### src/rtl/bus_arbiter_rr_pkg.sv
// Shared types and constants for the round-robin / fixed-priority bus arbiter.
package bus_arbiter_rr_pkg;

  typedef enum logic [1:0] {
    ARB_IDLE    = 2'd0,
    ARB_GRANT   = 2'd1,
    ARB_RELEASE = 2'd2
  } arb_state_t;

  localparam int MST_IO      = 0;
  localparam int MST_L2      = 1;
  localparam int MST_UNCACHE = 2;

  localparam int ARB_NUM_MASTERS = 3;
  // Same width as the legacy word_number bus towards uart_control / mem.
  localparam int ARB_WORD_NUM_W  = 4;

  function automatic int idx_width(input int n);
    return (n > 1) ? $clog2(n) : 1;
  endfunction

endpackage

### src/rtl/bus_arbiter_rr_rr_pick.sv
// Combinational winner selection: round-robin from a pointer, or lowest index first.
module rr_pick
  import bus_arbiter_rr_pkg::*;
#(
  parameter  int NUM_MASTERS = ARB_NUM_MASTERS,
  parameter  int PRIO_MODE   = 0,
  localparam int IDX_W       = idx_width(NUM_MASTERS)
) (
  input  logic [NUM_MASTERS-1:0] i_req,
  input  logic [IDX_W-1:0]       i_ptr,
  output logic                   o_vld,
  output logic [IDX_W-1:0]       o_idx
);

  int               w_start;
  logic             w_hi_vld;
  logic [IDX_W-1:0] w_hi_idx;

  // Descending scan keeps the lowest set index overall and the lowest at/after the
  // pointer; the latter wins, which is the wrap-around search in one pass.
  always_comb begin
    o_vld    = 1'b0;
    o_idx    = '0;
    w_hi_vld = 1'b0;
    w_hi_idx = '0;
    w_start  = (PRIO_MODE != 0) ? 0 : int'(i_ptr);
    for (int i = NUM_MASTERS - 1; i >= 0; i--) begin
      if (i_req[i]) begin
        o_vld = 1'b1;
        o_idx = IDX_W'(i);
        if (i >= w_start) begin
          w_hi_vld = 1'b1;
          w_hi_idx = IDX_W'(i);
        end
      end
    end
    if (w_hi_vld) begin
      o_idx = w_hi_idx;
    end
  end

endmodule

### src/rtl/bus_arbiter_rr.sv
// N-master bus arbiter: burst-long one-hot grant, beat counting, watchdog release
// and a one-cycle turnaround between owners.
module bus_arbiter_rr
  import bus_arbiter_rr_pkg::*;
#(
  parameter  int NUM_MASTERS = ARB_NUM_MASTERS,
  parameter  int WORD_NUM_W  = ARB_WORD_NUM_W,
  parameter  int TIMEOUT_W   = 8,
  parameter  int TIMEOUT     = 200,
  parameter  int PRIO_MODE   = 0,
  localparam int IDX_W       = idx_width(NUM_MASTERS)
) (
  input  logic                              clk,
  input  logic                              resetn,
  input  logic [NUM_MASTERS-1:0]            req,
  input  logic [NUM_MASTERS-1:0]            free,
  input  logic [NUM_MASTERS*WORD_NUM_W-1:0] burst_len,
  input  logic                              word_valid,
  output logic [NUM_MASTERS-1:0]            grant,
  output logic [IDX_W-1:0]                  grant_id,
  output logic [WORD_NUM_W-1:0]             word_number,
  output logic [WORD_NUM_W-1:0]             beat_cnt,
  output logic                              bus_busy,
  output logic                              timeout_err
);

  arb_state_t             r_state,       w_state_nxt;
  logic [NUM_MASTERS-1:0] r_grant,       w_grant_nxt;
  logic [IDX_W-1:0]       r_grant_id,    w_gid_nxt;
  logic [WORD_NUM_W-1:0]  r_word_number, w_wn_nxt;
  logic [WORD_NUM_W-1:0]  r_beat_cnt,    w_bc_nxt;
  logic [TIMEOUT_W-1:0]   r_wdog,        w_wdog_nxt;
  logic [IDX_W-1:0]       r_ptr,         w_ptr_nxt;
  logic                   r_busy,        w_busy_nxt;
  logic                   r_terr,        w_terr_nxt;

  logic                   w_pick_vld;
  logic [IDX_W-1:0]       w_pick_idx;
  logic [NUM_MASTERS-1:0] w_pick_onehot;
  logic [WORD_NUM_W-1:0]  w_beat_inc;
  logic                   w_rel_free;
  logic                   w_rel_done;
  logic                   w_rel_to;

  function automatic logic [WORD_NUM_W-1:0] burst_words(
    input logic [NUM_MASTERS*WORD_NUM_W-1:0] bl,
    input logic [IDX_W-1:0]                  idx
  );
    logic [WORD_NUM_W-1:0] f;
    f = '0;
    for (int i = 0; i < NUM_MASTERS; i++) begin
      if (idx == IDX_W'(i)) begin
        f = bl[i*WORD_NUM_W +: WORD_NUM_W];
      end
    end
    // A zero-length field still owns the bus for one word.
    return (f == '0) ? WORD_NUM_W'(1) : f;
  endfunction

  function automatic logic [IDX_W-1:0] ptr_after(input logic [IDX_W-1:0] idx);
    return (int'(idx) == NUM_MASTERS - 1) ? '0 : idx + IDX_W'(1);
  endfunction

  rr_pick #(
    .NUM_MASTERS (NUM_MASTERS),
    .PRIO_MODE   (PRIO_MODE)
  ) u_pick (
    .i_req (req),
    .i_ptr (r_ptr),
    .o_vld (w_pick_vld),
    .o_idx (w_pick_idx)
  );

  always_comb begin
    w_pick_onehot = '0;
    for (int i = 0; i < NUM_MASTERS; i++) begin
      w_pick_onehot[i] = (w_pick_idx == IDX_W'(i));
    end
  end

  // Release causes; only the owner's free bit survives the mask with r_grant.
  assign w_beat_inc = r_beat_cnt + WORD_NUM_W'(1);
  assign w_rel_free = |(free & r_grant);
  assign w_rel_done = word_valid && (w_beat_inc == r_word_number);
  assign w_rel_to   = !word_valid && (r_wdog == TIMEOUT_W'(TIMEOUT - 1));

  always_comb begin
    w_state_nxt = r_state;
    w_grant_nxt = r_grant;
    w_gid_nxt   = r_grant_id;
    w_wn_nxt    = r_word_number;
    w_bc_nxt    = r_beat_cnt;
    w_wdog_nxt  = r_wdog;
    w_ptr_nxt   = r_ptr;
    w_busy_nxt  = r_busy;
    w_terr_nxt  = 1'b0;
    unique case (r_state)
      ARB_IDLE: begin
        w_busy_nxt = 1'b0;
        if (w_pick_vld) begin
          w_state_nxt = ARB_GRANT;
          w_grant_nxt = w_pick_onehot;
          w_gid_nxt   = w_pick_idx;
          w_wn_nxt    = burst_words(burst_len, w_pick_idx);
          w_bc_nxt    = '0;
          w_wdog_nxt  = '0;
          w_busy_nxt  = 1'b1;
          if (PRIO_MODE == 0) begin
            w_ptr_nxt = ptr_after(w_pick_idx);
          end
        end
      end
      ARB_GRANT: begin
        if (word_valid) begin
          w_bc_nxt   = w_beat_inc;
          w_wdog_nxt = '0;
        end else begin
          w_wdog_nxt = r_wdog + TIMEOUT_W'(1);
        end
        if (w_rel_free || w_rel_done || w_rel_to) begin
          w_state_nxt = ARB_RELEASE;
          w_grant_nxt = '0;
          w_gid_nxt   = '0;
          w_terr_nxt  = w_rel_to && !w_rel_free && !w_rel_done;
        end
      end
      ARB_RELEASE: begin
        w_state_nxt = ARB_IDLE;
        w_busy_nxt  = 1'b0;
      end
      default: begin
        w_state_nxt = ARB_IDLE;
        w_grant_nxt = '0;
        w_gid_nxt   = '0;
        w_busy_nxt  = 1'b0;
      end
    endcase
  end

  always_ff @(posedge clk) begin
    if (!resetn) begin
      r_state       <= ARB_IDLE;
      r_grant       <= '0;
      r_grant_id    <= '0;
      r_word_number <= '0;
      r_beat_cnt    <= '0;
      r_wdog        <= '0;
      r_ptr         <= '0;
      r_busy        <= 1'b0;
      r_terr        <= 1'b0;
    end else begin
      r_state       <= w_state_nxt;
      r_grant       <= w_grant_nxt;
      r_grant_id    <= w_gid_nxt;
      r_word_number <= w_wn_nxt;
      r_beat_cnt    <= w_bc_nxt;
      r_wdog        <= w_wdog_nxt;
      r_ptr         <= w_ptr_nxt;
      r_busy        <= w_busy_nxt;
      r_terr        <= w_terr_nxt;
    end
  end

  assign grant       = r_grant;
  assign grant_id    = r_grant_id;
  assign word_number = r_word_number;
  assign beat_cnt    = r_beat_cnt;
  assign bus_busy    = r_busy;
  assign timeout_err = r_terr;

endmodule

### config.mk
export PLATFORM = sky130hd
export DESIGN_NAME = bus_arbiter_rr
export DESIGN_NICKNAME = d
export VERILOG_FILES = /design/src/rtl/bus_arbiter_rr_pkg.sv /design/src/rtl/bus_arbiter_rr_rr_pick.sv /design/src/rtl/bus_arbiter_rr.sv
export SDC_FILE = /design/constraint.sdc
export NUM_CORES = 1
export LEC_CHECK = 0
export ABC_AREA = 1
export CAP_MARGIN = 25
export CORE_MARGIN = 2
export CORE_UTILIZATION = 30
export CTS_CLUSTER_DIAMETER = 200
export DETAILED_ROUTE_END_ITERATION = 6
export GPL_TIMING_DRIVEN = 0
export PLACE_DENSITY = 0.57
export SYNTH_ARGS = -nofsm -noshare
export SYNTH_HDL_FRONTEND = slang
export SYNTH_HIERARCHICAL = 1
export SYNTH_SLANG_ARGS = --single-unit
### constraint.sdc
create_clock -name clk -period 3.6 [get_ports clk]
set_input_delay 0.9 -clock clk [delete_from_list [all_inputs] [get_ports clk]]
set_output_delay 0.9 -clock clk [all_outputs]
set_load 0.03 [all_outputs]
==> impl_metrics.yaml <==
outcome:
  status: "completed"
cts:
  clk_path_buf_depth: 2
  cts.clk_slew.worst_paths_ps: 100
  cts_root_buf: "clkbuf_8"
  clk_latency_ps: 280
  post_cts_buffers: 0
  cts.sinks: 27
  cts_resized: 0
  tritoncts: "done"
  ctsHoldBuffers: 0
  h-tree-depth: 1
  cts_buffers: 3
drt:
  ant_nets: 0
  via_count: 1402
  wl_um: 3280
  drt_iter0_markers: 64
  wire_per_inst_um: 11.0
  drc_errors: 0
  firstDrtPassIters: 6
  routed_via_density: 4.69
floorplan:
  core_area_um2: 4440
  die_w_um: 72.7
  die_h_um: 72.7
  die_area_um2: 5290
  std_cell_rows: 24
  initial_utilization: 0.319
  io_pins: 36
placed_design:
  place.port_buffers: 35
  place_ws_ps: 1020
  place_congestion: 0.767
  dp_hpwl_um: 2590
layout:
  layout.nets: 271
  nFillCells: 486
  area_growth_pct: 32.6
  antenna_cells: 0
  drive_gt1_frac: 0.0688
setup_path:
  worstSetupPathDepth: 1
  cp_num_buf_inv: 1
  crit_type: "reg -> out"
  required_ps: 2700
  crit_family: "buffers and inverters"
  crit_path_max_incr_delay_ps: 730
  cp_max_fo: 9
  crit_slowest_cell: "clkdlybuf4s50_1"
  crit_arrival_ps: 1510
  r2r_slack_ps: 1950
  startpoint_type: "register"
  startpoint: "beat_cnt[0]$_SDFFE_PN0P_"
  rr_worst_depth: 11
  r2r_end: "grant[0]$_SDFFE_PN0P_"
  worst_setup_path_end_kind: "output pin"
  r2r-start: "beat_cnt[0]$_SDFFE_PN0P_"
  cp_cell_sequence: "clkdlybuf4s50_1"
sta:
  fmax_ghz: 0.416
  rsz0062_at_grt: "no"
  hold_ws_ps: 472
  tightest_slew_ps: 620
  period_needed_ps: 2410
  fin_worst_skew_ps: 5.44
  setup_viol: 0
  setup_tns_ps: 0
  fin_ws_ps: 1190
  finalMaxSlewViolations: 0
  final_hold_viol_count: 0
  min_period_over_period: 0.669
  slew_headroom: 0.587
min_path:
  min_to: "bus_busy$_SDFFE_PN0N_"
  whs_path_depth: 2
  hold_path.class: "reg -> reg"
  min_from: "bus_busy$_SDFFE_PN0N_"
power:
  swShare: 0.335
  p_int_mw: 0.485
  power_switching_mw: 0.245
  p_seq_frac: 0.467
  p_per_area_nw_per_um2: 389
  p_leak_nw: 0.739
  ir_worst_vdd_mv: 0.141
  clockPowerShare: 0.242
  comb_power_share: 0.291
logic_synthesis:
  syn-instance-count: 208
  synth_edf_count: 0
  synthFlopType: "dfxtp_1"
  syn_area_um2: 1420
  ys_ff_latch: 27
  ys_seq_area_frac: 0.382
  synth_warnings: 6
  ys_types: 29
  syn_avg_cell_area_um2: 6.81
  syn_nets: 231
  synthArstFlopShare: 0
global_routing:
  antenna_found_initial: 0
  grt_max_degree: 16
  track_usage: 0.134
  grt_pass1_vias: 1351
  grt_pass1_wl_um: 5640
  grt_overflow: 0
job:
  drv_cap: 0
[cells in the final DEF (no fill, tap or decap)]
cell type	count
a211oi_1	1
o21ai_0	8
nand2_1	65
buf_2	1
a31oi_1	1
nand3b_1	1
inv_2	1
clkinv_1	1
nand4_1	4
or2_0	1
clkbuf_8	3
ha_1	2
clkdlybuf4s50_1	35
a22o_1	2
inv_1	27
xnor2_1	1
nor2_4	1
nand2_2	1
a221oi_1	1
nor2_1	12
nand3_1	12
nor3b_1	1
a21oi_1	23
a21oi_2	5
a311oi_1	1
clkinv_2	1
nand3_4	1
nand3_2	2
nor3_1	3
clkbuf_1	1
nand2_4	1
dfxtp_1	27
[metal layers]
| layer | routed length (µm) | vias to the layer above | global-route usage |
|---|---|---|---|
| met5 | 0 | - | 0 |
| met4 | 32 | 0 | 0.0494 |
| met3 | 129 | 3 | 0.0249 |
| met2 | 1550 | 33 | 0.227 |
| met1 | 1560 | 612 | 0.168 |
| li1 | - | 754 | - |
[cell families after synthesis]
kind of cell / Yosys count / share of synthesized area
simple gates: 105 / 0.337
flops: 27 / 0.382
buf+inv: 31 / 0.0830
compound gates: 42 / 0.175
fa+ha+maj: 2 / 0.0177
xor+xnor: 1 / 0.00618
[flip-flops by register name (all words and copies together) (netlist names)]
name and count:
beat_cnt 4, bus_busy 1, grant 3, grant_id 2
r_ptr 2, r_state 2, r_wdog 8, timeout_err 1
word_number 4
[how the worst max path moves through the flow]
stage	end	slack [ps]
final	beat_cnt[0]	1190
after global routing	beat_cnt[0]	1130
after CTS	beat_cnt[0]	1180
after detailed placement	r_wdog[6]$_SDFFE_PN0P_	1020
after global placement	beat_cnt[2]$_SDFFE_PN0P_	1010
after floorplan	word_number[0]$_SDFFE_PN0P_	1710
[synth_stat cells, types with 2 or more instances]
master / n / share of area
nand3_1: 12 / 0.042
nand4_1: 4 / 0.018
a22o_1: 2 / 0.012
inv_1: 27 / 0.072
nor2_1: 12 / 0.032
a21oi_2: 5 / 0.031
nor3_1: 3 / 0.011
o21ai_0: 8 / 0.028
nand3_2: 2 / 0.014
a21oi_1: 23 / 0.081
ha_1: 2 / 0.018
dfxtp_1: 27 / 0.38
nand2_1: 65 / 0.17
[metrics by stage]
| stage | cell area [µm²] | total power [mW] | cells | util |
|---|---|---|---|---|
| 2_1_floorplan | 1420 | 0.480 | 208 | - |
| 3_3_place_gp | 1830 | 0.562 | 295 | 0.412 |
| 3_5_place_dp | 1830 | 0.564 | 295 | 0.412 |
| 4_1_cts | 1880 | 0.743 | 299 | 0.423 |
| 5_1_grt | 1880 | 0.775 | 299 | 0.423 |
| 6_report | 1880 | 0.730 | 299 | 0.423 |
[final cells by class]
cell class	instances	area (µm²)	share of cell area
clock buffers	3	41.3	0.0220
well taps	52	65.1	0.0346
multi-input cells	150	758	0.404
clock inverters	1	5.00	0.00266
plain buffers	2	8.76	0.00466
inverters	29	109	0.0580
flip-flops and latches	27	541	0.288
repair buffers	35	350	0.187
[power groups by stage]
stage          combinational [mW]  sequential, mW  clock [mW]
2_1_floorplan               0.107           0.373           0
3_3_place_gp                0.215           0.348           0
3_5_place_dp                0.216           0.348           0
4_1_cts                     0.217           0.341       0.185
5_1_grt                     0.238           0.345       0.193
6_report                    0.212           0.341       0.177
Note: power is estimated with default switching activity, not from simulation.
